<file path="src/rtl/reg_file_pkg.sv">
// ---------------------------------------------------------------------------
// reg_file_pkg
//
// Purpose
//   Shared constants and types for the register file with scoreboard
//   (reg_file_sb) and its busy-bit tracker (reg_scoreboard).
//
// Contents
//   DEFAULT_WIDTH  default data word width in bits
//   DEFAULT_DEPTH  default number of architectural registers
//   DEFAULT_AW     register address width for the default depth
//   reg_addr_t     register address sized for the default depth
//   reg_data_t     data word sized for the default width
// ---------------------------------------------------------------------------
package reg_file_pkg;

    localparam int DEFAULT_WIDTH = 16;
    localparam int DEFAULT_DEPTH = 8;
    localparam int DEFAULT_AW    = $clog2(DEFAULT_DEPTH);

    typedef logic [DEFAULT_AW-1:0]    reg_addr_t;
    typedef logic [DEFAULT_WIDTH-1:0] reg_data_t;

endpackage : reg_file_pkg

</file>
<file path="src/rtl/reg_scoreboard.sv">
// ---------------------------------------------------------------------------
// reg_scoreboard
//
// Purpose
//   One pending-write ("busy") bit per register. An accepted issue sets the
//   bit of the claimed destination; a register write clears the bit of the
//   written destination. When both target the same register in one cycle the
//   issue wins, so the bit ends up set (the new producer is still in flight).
//
// Ports
//   clk          in   sole clock, state updates on posedge
//   reset_n      in   synchronous active-low reset, clears every busy bit
//   issue_valid  in   request to claim issue_dr
//   issue_dr     in   destination being claimed
//   wr_en        in   register write happening this cycle
//   wr_addr      in   destination of that write
//   busy_vec     out  registered busy bits, bit i = register i
//   accept       out  issue taken this cycle (0 while in reset)
// ---------------------------------------------------------------------------
module reg_scoreboard
    import reg_file_pkg::*;
#(
    parameter int DEPTH   = DEFAULT_DEPTH,
    parameter bit ZERO_R0 = 1'b0,
    // Derived from DEPTH; not meant to be overridden.
    parameter int AW      = $clog2(DEPTH)
) (
    input  logic             clk,
    input  logic             reset_n,
    input  logic             issue_valid,
    input  logic [AW-1:0]    issue_dr,
    input  logic             wr_en,
    input  logic [AW-1:0]    wr_addr,
    output logic [DEPTH-1:0] busy_vec,
    output logic             accept
);

    logic [DEPTH-1:0] busy_q;
    logic [DEPTH-1:0] busy_d;
    logic             target_busy;
    logic             write_frees_target;

    // A busy destination can still be claimed when the write that frees it
    // lands in the same cycle: the old producer retires as the new one issues.
    always_comb begin
        target_busy        = busy_q[issue_dr];
        write_frees_target = wr_en && (wr_addr == issue_dr);
        accept             = reset_n && issue_valid &&
                             (!target_busy || write_frees_target);
    end

    // Clear first, then set, so a same-cycle issue overrides the write's clear.
    always_comb begin
        busy_d = busy_q;
        if (wr_en) begin
            busy_d[wr_addr] = 1'b0;
        end
        if (accept) begin
            busy_d[issue_dr] = 1'b1;
        end
        // A hard-wired zero register never has a pending producer.
        if (ZERO_R0) begin
            busy_d[0] = 1'b0;
        end
    end

    always_ff @(posedge clk) begin
        if (!reset_n) begin
            busy_q <= '0;
        end else begin
            busy_q <= busy_d;
        end
    end

    assign busy_vec = busy_q;

endmodule : reg_scoreboard

</file>
<file path="src/rtl/reg_file_sb.sv">
// ---------------------------------------------------------------------------
// reg_file_sb
//
// Purpose
//   DEPTH x WIDTH register file with one write port, two combinational read
//   ports, optional write-through forwarding, optional hard-wired zero
//   register, and a busy-bit scoreboard for in-flight destinations.
//
// Ports
//   Clk          in   sole clock, state updates on posedge
//   Reset_n      in   synchronous active-low reset (array and busy bits to 0)
//   LD_REG       in   write enable
//   DR           in   write destination
//   data_in      in   write data
//   SR1, SR2     in   read addresses
//   SR1_output   out  read data, port 1 (combinational)
//   SR2_output   out  read data, port 2 (combinational)
//   issue_valid  in   request to mark issue_dr pending
//   issue_dr     in   destination claimed by an in-flight instruction
//   issue_stall  out  issue rejected this cycle (combinational)
//   SR1_busy     out  register SR1 has a pending write
//   SR2_busy     out  register SR2 has a pending write
//   busy_vec     out  full pending-bit vector, bit i = register i
//
// Issue handshake
//   issue_valid is the request and issue_stall is the (inverted) ready: an
//   issue is taken at posedge exactly when issue_valid=1 and issue_stall=0 in
//   that cycle. A stalled request changes nothing; the requester keeps
//   issue_valid/issue_dr stable and retries. issue_stall never depends on
//   anything registered later than the current cycle, and is 0 in reset.
// ---------------------------------------------------------------------------
module reg_file_sb
    import reg_file_pkg::*;
#(
    parameter int WIDTH   = DEFAULT_WIDTH,
    parameter int DEPTH   = DEFAULT_DEPTH,
    // Derived from DEPTH; not meant to be overridden.
    parameter int AW      = $clog2(DEPTH),
    parameter bit BYPASS  = 1'b1,
    parameter bit ZERO_R0 = 1'b0
) (
    input  logic             Clk,
    input  logic             Reset_n,
    input  logic             LD_REG,
    input  logic [AW-1:0]    DR,
    input  logic [WIDTH-1:0] data_in,
    input  logic [AW-1:0]    SR1,
    input  logic [AW-1:0]    SR2,
    output logic [WIDTH-1:0] SR1_output,
    output logic [WIDTH-1:0] SR2_output,
    input  logic             issue_valid,
    input  logic [AW-1:0]    issue_dr,
    output logic             issue_stall,
    output logic             SR1_busy,
    output logic             SR2_busy,
    output logic [DEPTH-1:0] busy_vec
);

    localparam int NUM_RD = 2;

    logic [WIDTH-1:0] regs [DEPTH];

    logic             wr_allowed;
    logic             fwd_data;
    logic             fwd_clear;
    logic             issue_accept;

    logic [AW-1:0]    rd_addr [NUM_RD];
    logic [WIDTH-1:0] rd_data [NUM_RD];
    logic             rd_busy [NUM_RD];

    // -----------------------------------------------------------------------
    // Write side
    // -----------------------------------------------------------------------

    // Writes to a hard-wired zero register are dropped before reaching the
    // array, so forwarding for that address is suppressed by the same term.
    assign wr_allowed = LD_REG && !(ZERO_R0 && (DR == '0));

    always_ff @(posedge Clk) begin
        if (!Reset_n) begin
            for (int i = 0; i < DEPTH; i++) begin
                regs[i] <= '0;
            end
        end else if (wr_allowed) begin
            regs[DR] <= data_in;
        end
    end

    // -----------------------------------------------------------------------
    // Scoreboard
    // -----------------------------------------------------------------------

    reg_scoreboard #(
        .DEPTH   (DEPTH),
        .ZERO_R0 (ZERO_R0),
        .AW      (AW)
    ) u_scoreboard (
        .clk         (Clk),
        .reset_n     (Reset_n),
        .issue_valid (issue_valid),
        .issue_dr    (issue_dr),
        .wr_en       (LD_REG),
        .wr_addr     (DR),
        .busy_vec    (busy_vec),
        .accept      (issue_accept)
    );

    // In reset the accept term is already forced low; the Reset_n factor
    // keeps the stall low as well, since nothing is being refused.
    assign issue_stall = issue_valid && Reset_n && !issue_accept;

    // -----------------------------------------------------------------------
    // Read ports
    // -----------------------------------------------------------------------

    // A write presented during reset is discarded, so it must not be
    // forwarded either: reads then show the array as it is.
    assign fwd_data  = BYPASS && Reset_n && wr_allowed;
    assign fwd_clear = BYPASS && Reset_n && LD_REG;

    assign rd_addr[0] = SR1;
    assign rd_addr[1] = SR2;

    always_comb begin
        for (int p = 0; p < NUM_RD; p++) begin
            rd_data[p] = regs[rd_addr[p]];
            if (fwd_data && (DR == rd_addr[p])) begin
                rd_data[p] = data_in;
            end
            if (ZERO_R0 && (rd_addr[p] == '0)) begin
                rd_data[p] = '0;
            end

            // With forwarding the reader already sees the retiring value, so
            // the register is not busy for it -- unless a new producer claims
            // the same register in this cycle.
            rd_busy[p] = busy_vec[rd_addr[p]];
            if (fwd_clear && (DR == rd_addr[p]) &&
                !(issue_accept && (issue_dr == rd_addr[p]))) begin
                rd_busy[p] = 1'b0;
            end
        end
    end

    assign SR1_output = rd_data[0];
    assign SR2_output = rd_data[1];
    assign SR1_busy   = rd_busy[0];
    assign SR2_busy   = rd_busy[1];

endmodule : reg_file_sb
</file>
<file path="config.mk">
export PLATFORM = sky130hd
export DESIGN_NAME = reg_file_sb
export DESIGN_NICKNAME = d
export VERILOG_FILES = /design/src/rtl/reg_file_pkg.sv /design/src/rtl/reg_scoreboard.sv /design/src/rtl/reg_file_sb.sv
export SDC_FILE = /design/constraint.sdc
export NUM_CORES = 1
export LEC_CHECK = 0
export CORE_MARGIN = 1.5
export CORE_UTILIZATION = 50
export DETAILED_ROUTE_END_ITERATION = 8
export GPL_TIMING_DRIVEN = 1
export PLACE_DENSITY = 0.73
export SLEW_MARGIN = 10
export SYNTH_ARGS = -nofsm -noshare
export SYNTH_HDL_FRONTEND = slang
export SYNTH_SLANG_ARGS = --single-unit
</file>
<file path="constraint.sdc">
create_clock -name Clk -period 3.71 [get_ports Clk]
set_clock_uncertainty 0.05 [all_clocks]
set_input_delay 0.5565 -clock Clk [delete_from_list [all_inputs] [get_ports Clk]]
set_output_delay 0.5565 -clock Clk [all_outputs]
set_load 0.1 [all_outputs]
</file>
# ---- After elaboration in Yosys (flattened, before gate mapping)
# Memory sizes are Yosys's and may differ from the RTL's.
# Index checks and enable logic that the tools add are counted.
dict set report classes {
  order_cmp 6
  eq_ne 5
  mux 23
  bitwise_logic 3
  n_reduce_logical 19
}
# operator n
set ops {}
lappend ops {{2-to-1 mux 16 bit} 3}
lappend ops {{< comparator 3 x 4 -> 1 bit, second input constant} 4}
lappend ops {{2-to-1 mux 8 bit} 2}
lappend ops {{OR reduction 16 bit} 1}
lappend ops {{equality test 3 bit} 5}
lappend ops {{logical AND 1 bit} 13}
lappend ops {{2-to-1 mux 1 bit} 12}
lappend ops {{binary-select mux 1 bit (select 3 bit)} 3}
lappend ops {{bitwise AND 8 bit} 1}
lappend ops {{NOT 8 bit} 1}
lappend ops {{OR 8 bit} 1}
lappend ops {{demux 1 bit (select 3 bit)} 2}
lappend ops {{greater-or-equal comparator 3 x 1 -> 1 bit, second input constant} 2}
lappend ops {{zero test 1 bit} 4}
lappend ops {{2-to-1 mux 3 bit} 1}
lappend ops {{logical OR 1 bit} 1}
dict set report totals {
  ff_bits 8
  ram_bits 128
  output_inout_bits 43
  word_cells 58
  n_memories 1
}
# name words word_bits rd rd_ports_with_merged_regs wr line_no
set memory_table {}
lappend memory_table {regs 8 16 2 0 8 reg_file_sb.sv:61} ;# logic [WIDTH-1:0] regs [DEPTH];

# ---- Depth between registers and ports, before layout
dict set report depth {
  word_depth 9
  depth_mapped 6
}

# ---- Modules after synthesis
# Synthesis repeated with hierarchy kept, for this count alone.
dict set report unflattened {
  cells_unflattened 521
  hier_area_um2 8204.1
}
# module instances cells_each area_each_um2 seq_area_each_um2
set modules_own_cells {}
lappend modules_own_cells {reg_file_sb 1 465 7667.4 3843.7}
lappend modules_own_cells {reg_scoreboard 1 56 536.8 160.2}

# ---- Worst setup path before layout
# OpenSTA, ideal clock, no wires.
dict set report synth_path {
  path_type {reg-to-output}
  startpoint {register u_scoreboard.busy_q[2], in the netlist u_scoreboard.busy_vec[2]}
  endpoint {output issue_stall}
  arrival_ps 3875
  required_time_ps 3103
  setup_slack_ps -772
  stages_incl_launch_ff 4
  n_path_buf 0
  path_cell_list {dfxtp_1 mux2i_1 mux4_2 a211oi_1}
}
dict set report synth_between {
  elab_chain_len 7
}
# element line_no
set synth_rtl {}
lappend synth_rtl {{start, declared} reg_scoreboard.sv:38} ;# logic [DEPTH-1:0] busy_q;
lappend synth_rtl {{start signal, assigned} reg_scoreboard.sv:71} ;# busy_q <= busy_d;
lappend synth_rtl {{binary-select mux 1 bit (select 3 bit)} reg_scoreboard.sv:46} ;# target_busy = busy_q[issue_dr];
lappend synth_rtl {{2-to-1 mux 1 bit (not written as such)} reg_scoreboard.sv:46}
lappend synth_rtl {{zero test 1 bit} reg_scoreboard.sv:49} ;# (!target_busy || write_frees_target);
lappend synth_rtl {{logical OR 1 bit} reg_scoreboard.sv:49}
lappend synth_rtl {{logical AND 1 bit} reg_scoreboard.sv:48} ;# accept = reset_n && issue_valid &&
lappend synth_rtl {{zero test 1 bit} reg_file_sb.sv:111} ;# assign issue_stall = issue_valid && Reset_n && !issue_accept;
lappend synth_rtl {{logical AND 1 bit} reg_file_sb.sv:111}
lappend synth_rtl {{end, declared} reg_file_sb.sv:53} ;# output logic issue_stall,
# Every way passes these cells. The select of a mux whose other input is x is not followed.

# ---- Worst setup path after layout
dict set report layout_path {
  startpoint {input issue_dr[1]}
  endpoint {output issue_stall}
}
dict set report layout_between {
  elab_chain_len 7
  elab_cells_between_ends 9
  cone_classes {eq/ne: 1; mux: 2; reduce/logical: 6}
}
# element line_no
set layout_rtl {}
lappend layout_rtl {{start, declared} reg_file_sb.sv:52} ;# input logic [AW-1:0] issue_dr,
lappend layout_rtl {{binary-select mux 1 bit (select 3 bit)} reg_scoreboard.sv:46}
lappend layout_rtl {{2-to-1 mux 1 bit (not written as such)} reg_scoreboard.sv:46}
lappend layout_rtl {{zero test 1 bit} reg_scoreboard.sv:49}
lappend layout_rtl {{logical OR 1 bit *} reg_scoreboard.sv:49}
lappend layout_rtl {{logical AND 1 bit *} reg_scoreboard.sv:48}
lappend layout_rtl {{zero test 1 bit *} reg_file_sb.sv:111}
lappend layout_rtl {{logical AND 1 bit *} reg_file_sb.sv:111}
# Mark *: on every way between the ends. The rest lies on a longest branch, timed or not. The select of a mux whose other input is x is not followed.

==> metrics.txt <==
status=completed; critical path arrival=2600 ps; post-synthesis mux area share=0.246; GRT overflow=0; WS Path Type=input port to output port; minimum clock period after layout=3210 ps; Worst Setup End Kind=output port; Critical Path Start Type=input port; Core Area=15200 um2; gp weighted congestion=0.844; Synth cell types=32; 1st-iter DRT viols=540; Clock Root Buffer=clkbuf_16; Max transition margin=0.338; XOR/XNOR Fraction of Synth Area=0.0169; DIE AREA=16300 um2; share of synthesized registers carrying an async set or reset=0; DP Wirelength=12300 um; Final Total Pwr=4.69 mW; IO Pins=75; Initial Utilization=0.511; Nets=677; top_reg_cell synth=edfxtp_1; Buffers on Ports=74; post-synthesis adder-cell area fraction=0; largest net degree at the start of global routing=34; Final Setup Violations=0; Synth Area in Simple Gates=0.147; number of buffers created by CTS=17; Die Ht=128 um; Die W=128 um; Global Route Usage Sum=0.256; Finished Layout Cells=845; PostCTS Resize Cnt=0; htree depth=4; TNS Setup=0 ps; Area Growth Syn to Fin=26.5%; commonest cells after routing, fill and taps aside=and2_1 (129), edfxtp_1 (128), mux4_2 (69); vias in the first global route=5391; vias=5208; fin util=0.647; CTS tree=done; DR vias/cell=6.16; initial antenna violation count=0; Avg WL per Cell=23.3 um; Placed Cells incl. Taps=814; Synth Register Bits=136; clk sinks=136; cts hold-fix bufs=0; placement row count=45; Max VDD drop=0.000346 V; synthesized instance count=563; first-pass GRT wire length=30700 um; Mapped Nets=595; pwr dens=477 nW/um2; worst-skew pair later-pin latency=410 ps; unrepaired setup endpoints after global routing=false; Final Hold Viols=0; P_leak=3.53 nW; compound-gate portion of the synthesized area=0.0449; fmax=312 MHz; Syn Area/Cell=13.8 um2; Worst-path clk slew=60 ps; actual slew at the worst max-slew pin=989 ps; sequential area share after synthesis=0.515; layout cells sized above 1=0.274; max-slew violations=0; main combinational cell family by area after synthesis=multiplexers; maximum buffer depth of the clock tree=2; Post-Syn Area=7770 um2; hold slack=492 ps; Post-CTS Setup Repair Bufs=0; synth warn=0; Max Cap Viol=0; diode count=0; most common cell after layout, fill and taps aside=and2_1; number of enable flip-flop cells after synthesis=128; fin crit share=0.864; Data required, critical path=3100 ps; Worst Hold Class=register to register; WL final=19700 um; Detailed Routing Iterations Pass 1=4; DR DRC count=0; DRT antenna net count=0; crit-path max FO=15
[metal layers]
metal,vias to the layer above,share of wire,GRT usage,wire length [um]
met5,-,0,0,0
met4,0,0.018,0.0866,357
met3,31,0.072,0.0505,1410
met2,245,0.50,0.417,9910
met1,2635,0.41,0.349,8020
li1,2297,-,-,-
[metrics by stage]
stage,worst slack (ps),instance area (um2)
floorplan,128,7790
global placement,567,9270
detailed placement,529,9270
CTS,526,9830
global route,433,9830
finish,505,9830
[kinds of logic (layout without fill, tap and decap cells)]
family / after synthesis / count (layout)
mux: 105 / 105
compound gates: 54 / 54
xor+xnor: 15 / 15
flops: 136 / 136
simple gates: 201 / 201
buf+inv: 52 / 146
[worst max-delay path, stage by stage]
cell             delay, ps
clkdlybuf4s50_1        830
mux2i_1                150
mux4_2                 550
a211oi_2               300
buf_12                 210
[cell usage after synthesis (6+ instances only)]
cell      instances  area share
edfxtp_1        128        0.49
clkbuf_1         19      0.0092
mux2i_1          36       0.046
xor2_1           12       0.014
nor3_1            6      0.0039
dfxtp_1           8       0.021
mux4_2           69        0.20
and2_1          129        0.10
nor2_1            8      0.0039
buf_2            19       0.012
o21ai_0          34       0.022
nand2_1          41       0.020
inv_1             9      0.0043
[area by class of cell]
cell class,instances,area (um2)
flip-flops and latches,136,4000
fillers,1110,5370
repair buffers,106,1370
clock inverters,12,134
multi-input cells,375,3620
clock buffers,19,433
well taps,188,235
inverters,9,33.8
[final timing paths]
kind / start / slack, ps / endpoint / depth (start not counted)
setup / recovery: issue_dr[1] / 500 / issue_stall / 5
hold / removal: u_scoreboard.busy_vec[5] / 490 / u_scoreboard.busy_vec[5] / 2
setup reg to reg: u_scoreboard.busy_vec[6] / 1910 / u_scoreboard.busy_vec[7] / 4
hold reg to reg: u_scoreboard.busy_vec[5] / 490 / u_scoreboard.busy_vec[5] / 2
[registers in the layout (all words and copies together), names as in the netlist]
| register | flops |
|---|---|
| u_scoreboard.busy_vec | 8 |
| regs | 128 |
[report_power, final]
part / switching [mW] / total, mW / leakage, nW / internal (mW)
clock: 0.596 / 1.63 / 0.280 / 1.04
combinational: 0.760 / 1.23 / 1.94 / 0.465
sequential: 0.0497 / 1.83 / 1.30 / 1.78
total: 1.41 / 4.69 / 3.53 / 3.28
No activity file was read; power rests on OpenSTA's default activity.
